## config.mk

```make
export PLATFORM = sky130hd
export DESIGN_NAME = zx_iobus_master_flat
export DESIGN_NICKNAME = d
export VERILOG_FILES = /design/src/rtl/zx_iobus_master_if.sv /design/src/rtl/zx_iobus_master.sv /design/src/flat_wrapper.sv
export SDC_FILE = /design/constraint.sdc
export NUM_CORES = 1
export LEC_CHECK = 0
export BUFFER_PORTS_ARGS = -buffer_cell sky130_fd_sc_hd__buf_4
export CAP_MARGIN = 25
export CORE_MARGIN = 5
export CORE_UTILIZATION = 50
export CTS_BUF_LIST = sky130_fd_sc_hd__clkbuf_8
export CTS_CLUSTER_DIAMETER = 120
export DETAILED_ROUTE_END_ITERATION = 6
export PLACE_DENSITY_LB_ADDON = 0.3
export SETUP_SLACK_MARGIN = 0.2
export SKIP_CTS_REPAIR_TIMING = 1
export SLEW_MARGIN = 20
export SYNTH_ARGS = -nofsm -noshare
export SYNTH_HDL_FRONTEND = slang
export SYNTH_SLANG_ARGS = --single-unit
```

## constraint.sdc

```tcl
create_clock -name clk32 -period 2.4 [get_ports clk32]
set_input_delay 0.24 -clock clk32 [delete_from_list [all_inputs] [get_ports clk32]]
set_output_delay 0.24 -clock clk32 [all_outputs]
set_load 0.03 [all_outputs]
```

## src/rtl/zx_iobus_master_if.sv

```systemverilog
// zx_iobus_master_if: request/response handshake and ZX-side Z80 I/O bus
// signals for zx_iobus_master.
//   master modport : the bus-cycle initiator (drives strobes, address, data
//                    drive, status; receives request, d_in, n_wait, n_iorqge)
//   slave  modport : requester plus bus responder (the opposite view)
interface zx_iobus_master_if;
  // request side
  logic        req;
  logic        req_wr;
  logic [15:0] req_addr;
  logic [7:0]  req_wdata;
  logic        busy;
  logic        done;
  logic [7:0]  rdata;
  logic        claimed;
  logic        timeout;
  // ZX bus side
  logic [15:0] a;
  logic [7:0]  d_out;
  logic        d_oe;
  logic [7:0]  d_in;
  logic        n_iorq;
  logic        n_rd;
  logic        n_wr;
  logic        n_m1;
  logic        n_mreq;
  logic        n_wait;
  logic        n_iorqge;

  modport master (
    input  req, req_wr, req_addr, req_wdata, d_in, n_wait, n_iorqge,
    output busy, done, rdata, claimed, timeout,
           a, d_out, d_oe, n_iorq, n_rd, n_wr, n_m1, n_mreq
  );

  modport slave (
    output req, req_wr, req_addr, req_wdata, d_in, n_wait, n_iorqge,
    input  busy, done, rdata, claimed, timeout,
           a, d_out, d_oe, n_iorq, n_rd, n_wr, n_m1, n_mreq
  );
endinterface

```

## src/rtl/zx_iobus_master.sv

```systemverilog
// zx_iobus_master: Z80 IORQ read/write cycle generator for board self-test
// and standalone operation. A single request (port address, direction,
// write data) becomes a T1/T2/TW.../T3 I/O cycle with T-states of T_DIV
// clk32 cycles, IOREQ_TW automatic waits, n_wait-driven extra waits bounded
// by WAIT_MAX, and a one-cycle done pulse carrying rdata/claimed/timeout.
// Ports:
//   clk32 : system clock, rising edge
//   rst   : asynchronous active-high reset
//   bus   : zx_iobus_master_if.master (request handshake + ZX I/O bus)
module zx_iobus_master #(
  parameter int unsigned T_DIV    = 9,    // clk32 cycles per T-state, 4..63
  parameter int unsigned IOREQ_TW = 1,    // automatic wait T-states, 1..3
  parameter int unsigned WAIT_MAX = 255   // extra n_wait T-states, 1..255
) (
  input logic               clk32,
  input logic               rst,
  zx_iobus_master_if.master bus
);

  typedef enum logic [2:0] {
    S_IDLE,
    S_T1,
    S_T2,
    S_TW,
    S_T3
  } state_t;

  localparam int unsigned HALF     = T_DIV / 2;
  localparam logic [5:0]  CNT_LAST = 6'(T_DIV - 1);
  // done/d_oe are registered one cycle early so they appear in the T3 tick cycle
  localparam logic [5:0]  CNT_DONE = 6'(T_DIV - 2);
  // strobes are registered high one cycle early so they read high at cnt==HALF
  localparam logic [5:0]  CNT_REL  = 6'(HALF - 1);
  localparam logic [1:0]  TW_LAST  = 2'(IOREQ_TW - 1);
  localparam logic [7:0]  WAIT_LIM = 8'(WAIT_MAX);

  state_t     state;
  logic [5:0] cnt;
  logic [1:0] tw_cnt;
  logic [7:0] ext_cnt;
  logic       in_extra;
  logic       lat_wr;
  logic       wait_s1;
  logic       wait_sync;
  logic       iorqge_s1;
  logic       iorqge_sync;
  logic       tick;

  assign tick       = (cnt == CNT_LAST);
  assign bus.n_m1   = 1'b1;
  assign bus.n_mreq = 1'b1;

  // responder inputs are asynchronous to clk32
  always_ff @(posedge clk32 or posedge rst) begin
    if (rst) begin
      wait_s1     <= 1'b1;
      wait_sync   <= 1'b1;
      iorqge_s1   <= 1'b1;
      iorqge_sync <= 1'b1;
    end else begin
      wait_s1     <= bus.n_wait;
      wait_sync   <= wait_s1;
      iorqge_s1   <= bus.n_iorqge;
      iorqge_sync <= iorqge_s1;
    end
  end

  always_ff @(posedge clk32 or posedge rst) begin
    if (rst) begin
      state       <= S_IDLE;
      cnt         <= '0;
      tw_cnt      <= '0;
      ext_cnt     <= '0;
      in_extra    <= 1'b0;
      lat_wr      <= 1'b0;
      bus.a       <= '0;
      bus.d_out   <= '0;
      bus.d_oe    <= 1'b0;
      bus.n_iorq  <= 1'b1;
      bus.n_rd    <= 1'b1;
      bus.n_wr    <= 1'b1;
      bus.busy    <= 1'b0;
      bus.done    <= 1'b0;
      bus.rdata   <= '1;
      bus.claimed <= 1'b0;
      bus.timeout <= 1'b0;
    end else begin
      bus.done <= 1'b0;

      if (state != S_IDLE) begin
        cnt <= tick ? '0 : cnt + 6'd1;
      end

      case (state)
        S_IDLE: begin
          if (bus.req) begin
            state       <= S_T1;
            cnt         <= '0;
            tw_cnt      <= '0;
            ext_cnt     <= '0;
            in_extra    <= 1'b0;
            lat_wr      <= bus.req_wr;
            bus.a       <= bus.req_addr;
            bus.busy    <= 1'b1;
            bus.claimed <= 1'b0;
            bus.timeout <= 1'b0;
            if (bus.req_wr) begin
              bus.d_out <= bus.req_wdata;
              bus.d_oe  <= 1'b1;
            end
          end
        end

        S_T1: begin
          if (tick) begin
            state      <= S_T2;
            bus.n_iorq <= 1'b0;
            bus.n_rd   <= lat_wr;
            bus.n_wr   <= ~lat_wr;
          end
        end

        S_T2: begin
          if (tick) begin
            state       <= S_TW;
            bus.claimed <= ~iorqge_sync;
            tw_cnt      <= '0;
            in_extra    <= 1'b0;
          end
        end

        S_TW: begin
          if (tick) begin
            if (!in_extra && (tw_cnt != TW_LAST)) begin
              tw_cnt <= tw_cnt + 2'd1;
            end else if (!wait_sync && (ext_cnt != WAIT_LIM)) begin
              ext_cnt  <= ext_cnt + 8'd1;
              in_extra <= 1'b1;
            end else begin
              // reaching here with n_wait still low means the limit was hit
              if (!wait_sync) begin
                bus.timeout <= 1'b1;
              end
              state <= S_T3;
            end
          end
        end

        S_T3: begin
          if (cnt == CNT_REL) begin
            bus.n_iorq <= 1'b1;
            bus.n_rd   <= 1'b1;
            bus.n_wr   <= 1'b1;
            if (!lat_wr) begin
              bus.rdata <= bus.timeout ? 8'hFF : bus.d_in;
            end
          end
          if (cnt == CNT_DONE) begin
            bus.done <= 1'b1;
            bus.d_oe <= 1'b0;
          end
          if (tick) begin
            bus.busy <= 1'b0;
            state    <= S_IDLE;
          end
        end

        default: begin
          state <= S_IDLE;
        end
      endcase
    end
  end

endmodule

```

## src/flat_wrapper.sv

```systemverilog
// flat-port wrapper written by rule: the top's interface ports become plain ports
module zx_iobus_master_flat 
#(
  parameter int unsigned T_DIV    = 9,                                      
  parameter int unsigned IOREQ_TW = 1,                                    
  parameter int unsigned WAIT_MAX = 255                                   
)
  (clk32, rst, bus_req, bus_req_wr, bus_req_addr, bus_req_wdata, bus_d_in, bus_n_wait, bus_n_iorqge, bus_busy, bus_done, bus_rdata, bus_claimed, bus_timeout, bus_a, bus_d_out, bus_d_oe, bus_n_iorq, bus_n_rd, bus_n_wr, bus_n_m1, bus_n_mreq);
  zx_iobus_master_if bus_i ();
  input logic clk32;
  input logic rst;
  input wire logic [$bits(bus_i.req)-1:0] bus_req;
  input wire logic [$bits(bus_i.req_wr)-1:0] bus_req_wr;
  input wire logic [$bits(bus_i.req_addr)-1:0] bus_req_addr;
  input wire logic [$bits(bus_i.req_wdata)-1:0] bus_req_wdata;
  input wire logic [$bits(bus_i.d_in)-1:0] bus_d_in;
  input wire logic [$bits(bus_i.n_wait)-1:0] bus_n_wait;
  input wire logic [$bits(bus_i.n_iorqge)-1:0] bus_n_iorqge;
  output wire logic [$bits(bus_i.busy)-1:0] bus_busy;
  output wire logic [$bits(bus_i.done)-1:0] bus_done;
  output wire logic [$bits(bus_i.rdata)-1:0] bus_rdata;
  output wire logic [$bits(bus_i.claimed)-1:0] bus_claimed;
  output wire logic [$bits(bus_i.timeout)-1:0] bus_timeout;
  output wire logic [$bits(bus_i.a)-1:0] bus_a;
  output wire logic [$bits(bus_i.d_out)-1:0] bus_d_out;
  output wire logic [$bits(bus_i.d_oe)-1:0] bus_d_oe;
  output wire logic [$bits(bus_i.n_iorq)-1:0] bus_n_iorq;
  output wire logic [$bits(bus_i.n_rd)-1:0] bus_n_rd;
  output wire logic [$bits(bus_i.n_wr)-1:0] bus_n_wr;
  output wire logic [$bits(bus_i.n_m1)-1:0] bus_n_m1;
  output wire logic [$bits(bus_i.n_mreq)-1:0] bus_n_mreq;
  assign bus_i.req = bus_req;
  assign bus_i.req_wr = bus_req_wr;
  assign bus_i.req_addr = bus_req_addr;
  assign bus_i.req_wdata = bus_req_wdata;
  assign bus_i.d_in = bus_d_in;
  assign bus_i.n_wait = bus_n_wait;
  assign bus_i.n_iorqge = bus_n_iorqge;
  assign bus_busy = bus_i.busy;
  assign bus_done = bus_i.done;
  assign bus_rdata = bus_i.rdata;
  assign bus_claimed = bus_i.claimed;
  assign bus_timeout = bus_i.timeout;
  assign bus_a = bus_i.a;
  assign bus_d_out = bus_i.d_out;
  assign bus_d_oe = bus_i.d_oe;
  assign bus_n_iorq = bus_i.n_iorq;
  assign bus_n_rd = bus_i.n_rd;
  assign bus_n_wr = bus_i.n_wr;
  assign bus_n_m1 = bus_i.n_m1;
  assign bus_n_mreq = bus_i.n_mreq;
  zx_iobus_master #(.T_DIV(T_DIV), .IOREQ_TW(IOREQ_TW), .WAIT_MAX(WAIT_MAX)) u_core (.clk32(clk32), .rst(rst), .bus(bus_i));
endmodule
```

==> run summary <==
## Setup path
* launching instance or port of the critical path: u_core.cnt[0]
* required time worst endpoint: 2.67 ns
* cell chain of the critical path: inv_1 -> ha_1 -> nor4bb_1 -> buf_4 -> a31oi_1 -> a211oi_1 -> mux2i_1
* element type at the critical path end: flip-flop
* data arrival time of the critical path: 2.23 ns
* type of the worst setup path: reg -> reg
* crit path max-delay cell type: sky130_fd_sc_hd__dfrtp_1
* startpoint of the most critical register-to-register path: u_core.cnt[0]
* type of origin of the critical path: flip-flop
* highest cell delay on the worst timing path: 0.42 ns
* Worst Path Max Fanout: 6

## Detailed routing
* number of DRC markers in iteration 0: 148
* detailed-route vias per instance: 5.214
* Total Routed Length: 6.363 mm
* detailed-route wire length per cell: 13.86 um
* number of search-and-repair iterations in the first detailed-routing pass: 4
* post-detailed-route count of antenna-violating nets: 0
* drc violations: 0
* via count: 2393

## Pwr
* total power consumption of the routed design: 0.002453 W
* maximum resistive drop on vdd: 0.3742 mV
* leakage power of the design: 1.928 nW
* power per unit of standard cell area: 630.2 nW/um^2

## Logic synthesis
* average cell area after synthesis: 9.993 sq um
* number of synthesized flops with an enable pin: 0
* post-synthesis instance area: 2998 sq um
* fraction of synthesized cell area taken by the top area cell type: 41.74%
* post-synthesis cell type count: 52
* most area-consuming cells after synthesis: sky130_fd_sc_hd__dfrtp_1 42%, sky130_fd_sc_hd__dfstp_2 13%, sky130_fd_sc_hd__nand2_1 9.1%
* Ys Warns: 0
* register area share after synthesis: 54.88%
* flop and latch count out of synthesis: 65
* most used flip-flop cell after synthesis: sky130_fd_sc_hd__dfrtp_1
* async set-reset flop share out of synthesis: 100.0%
* Mapped Cells: 300
* library cell occupying the most area in the post-synthesis netlist: sky130_fd_sc_hd__dfrtp_1

## Die
* floorplan die width: 87.43 um
* area of the core region: 5886 sq um
* number of top-level pins: 80
* Chip Height: 87.43 um
* initial core utilization: 50.94%
* row cnt: 28
* Die Footprint: 7644 sq um

## Job
* max-capacitance violation count: 0

## Global routing
* largest net degree at the start of global routing: 66
* vias in the first global route: 2304
* Global Route Usage Sum: 17.64%
* grt ovf: 0
* global-route wire length before repair: 10.60 mm
* number of antenna violations at the first check in global routing: 0

## CTS
* clock edge transition at the registers on the reported setup and hold paths: 0.07 ns
* number of clock buffers inserted by TritonCTS: 9
* H-tree levels: 3
* Root Buffer: sky130_fd_sc_hd__clkbuf_8
* TritonCTS clock tree: done
* number of sinks handled by clock tree synthesis: 65
* later-pin clock latency in the skew report: 0.34 ns
* buffer levels on the longest clock path: 2

## STA
* final critical-path share of the clock period: 82.03%
* Hold Fails Final Rpt: 0
* worst slew margin relative to its limit: 47.68%
* final critical-path required period: 1.969 ns
* maximum clock skew at final layout: 0.006998 ns
* number of endpoints failing setup at the final stage: 0
* slew at the pin closest to its max-slew limit: 0.7848 ns
* unrepaired setup endpoints after global routing: no
* accumulated negative setup slack: 0 ns
* Max Slew Vio Count: 0
* maximum operating frequency: 0.5079 GHz

## Status
* status: finished clean

## Final layout
* combined area of the multi-input logic cells: 1230 sq um
* FF/Latch Area: 1645 sq um
* Inserted Diodes: 0
* number of fillers in the final layout: 506
* share of final-layout standard cells stronger than drive strength 1: 35.42%
* number of nets in the layout: 421
* layout overhead on the synthesized area: 29.84%

## Hold path
* Tightest Hold Check Type: in -> reg
* startpoint of the most critical hold path: bus_req_addr[9]

## Place
* HPWL after DPL: 4.518 mm
* quantity of I/O buffers inserted on ports: 77
* Placer Congestion: 0.8154

## power by group
group	leakage (nW)	internal, W	switching, W
Clock	0.115	0.000689	0.000426
Combinational	1.03	0.0000862	0.000101
Sequential	0.785	0.00113	0.0000213
Total	1.93	0.00190	0.000549
## sequential cells by signal (all words and copies together) (netlist names), 2 cells and up
register	cells
u_core.tw_cnt	2
u_core.cnt	6
u_core.state	3
u_core.bus.a	16
u_core.bus.d_out	8
u_core.ext_cnt	8
u_core.bus.rdata	8
## logic make-up (layout without fill, tap and decap cells)
logic type	after synthesis	in the layout	share of synthesized area (%)
AOI/OAI and AO/OA	54	54	11.60
DFF	65	65	54.88
muxes	17	17	6.010
other	1	2	0.1251
and+or+nand+nor	129	129	20.74
adders and majority gates	4	4	1.670
xor gates and xnor gates	1	1	0.2922
buffers and inverters	29	112	4.674
## per-stage QoR
step	instances	area (sq um)	util (%)	setup WS (ns)	hold slack (ns)
final	459	3892	66.14	0.4313	0.08139
after global routing	459	3892	66.14	0.2211	0.06695
after CTS	457	3867	65.71	0.4501	-0.01109
after detailed placement	441	3625	61.59	0.4558	0.3472
after global placement	441	3625	61.59	0.4645	0.3453
after floorplan	301	3002	-	0.4531	0.2445
## critical path: cells and delay by family (launching register included)
kind	cells	cell delay, ns
muxes	1	0.23
AOI/OAI and AO/OA	2	0.52
buffers and inverters	2	0.25
DFF	1	0.42
and+or+nand+nor	1	0.28
adders and majority gates	1	0.19
## placed cells by master, fill, tap and decap left out, types with 3 or more instances in the layout
cell type / netlist / layout
sky130_fd_sc_hd__buf_4: 2 / 82
sky130_fd_sc_hd__nand2_1: 73 / 73
sky130_fd_sc_hd__dfrtp_1: 50 / 50
sky130_fd_sc_hd__dfstp_2: 15 / 15
sky130_fd_sc_hd__nor2_1: 13 / 13
sky130_fd_sc_hd__inv_1: 12 / 11
sky130_fd_sc_hd__nand3_1: 10 / 10
sky130_fd_sc_hd__a21oi_1: 10 / 10
sky130_fd_sc_hd__o21ai_0: 10 / 10
sky130_fd_sc_hd__mux2i_1: 9 / 9
sky130_fd_sc_hd__clkbuf_8: 0 / 9
sky130_fd_sc_hd__mux2_2: 8 / 8
sky130_fd_sc_hd__or2_2: 6 / 6
sky130_fd_sc_hd__o21ai_1: 6 / 6
sky130_fd_sc_hd__a211oi_1: 6 / 5
sky130_fd_sc_hd__and3_1: 4 / 4
sky130_fd_sc_hd__ha_1: 4 / 4
sky130_fd_sc_hd__a31oi_1: 3 / 3
sky130_fd_sc_hd__nor3_1: 3 / 3
sky130_fd_sc_hd__or3_1: 3 / 3
sky130_fd_sc_hd__o22a_1: 3 / 3
sky130_fd_sc_hd__bufinv_16: 0 / 3
## layout make-up
| cell class | count | area share, % |
|---|---|---|
| Inverter | 12 | 1.157 |
| Multi-Input combinational cell | 207 | 31.60 |
| Timing Repair Buffer | 84 | 16.33 |
| Tap cell | 75 | 2.411 |
| Clock inverter | 7 | 3.054 |
| Sequential cell | 65 | 42.27 |
| Clock buffer | 9 | 3.182 |
## worst paths after layout
kind,end,cells past startpoint,slack [ns]
min,u_core.bus.a[9],3,0.08
max reg2reg,u_core.ext_cnt[5],7,0.43
max,u_core.ext_cnt[5],7,0.43
max in group asynchronous,u_core.ext_cnt[1],3,1.75
min in group asynchronous,u_core.bus.a[6],3,0.15
min reg2reg,u_core.iorqge_sync,0,0.36
## Yosys cell counts (4+ instances only)
| cell type | instances |
|---|---|
| sky130_fd_sc_hd__a21oi_1 | 10 |
| sky130_fd_sc_hd__dfrtp_1 | 50 |
| sky130_fd_sc_hd__or2_2 | 6 |
| sky130_fd_sc_hd__a211oi_1 | 6 |
| sky130_fd_sc_hd__nand3_1 | 10 |
| sky130_fd_sc_hd__o21ai_1 | 6 |
| sky130_fd_sc_hd__clkbuf_1 | 9 |
| sky130_fd_sc_hd__nand2_1 | 73 |
| sky130_fd_sc_hd__mux2_2 | 8 |
| sky130_fd_sc_hd__ha_1 | 4 |
| sky130_fd_sc_hd__inv_1 | 12 |
| sky130_fd_sc_hd__nor2_1 | 13 |
| sky130_fd_sc_hd__dfstp_2 | 15 |
| sky130_fd_sc_hd__mux2i_1 | 9 |
| sky130_fd_sc_hd__o21ai_0 | 10 |
| sky130_fd_sc_hd__and3_1 | 4 |
## per-layer routing
layer / track usage, % / share of wire [%]
met1: 23.46 / 44
met2: 26.44 / 46
met3: 6.244 / 9.1
met4: 6.695 / 1.0
met5: 0 / 0
Power figures use the tool's default switching activity.
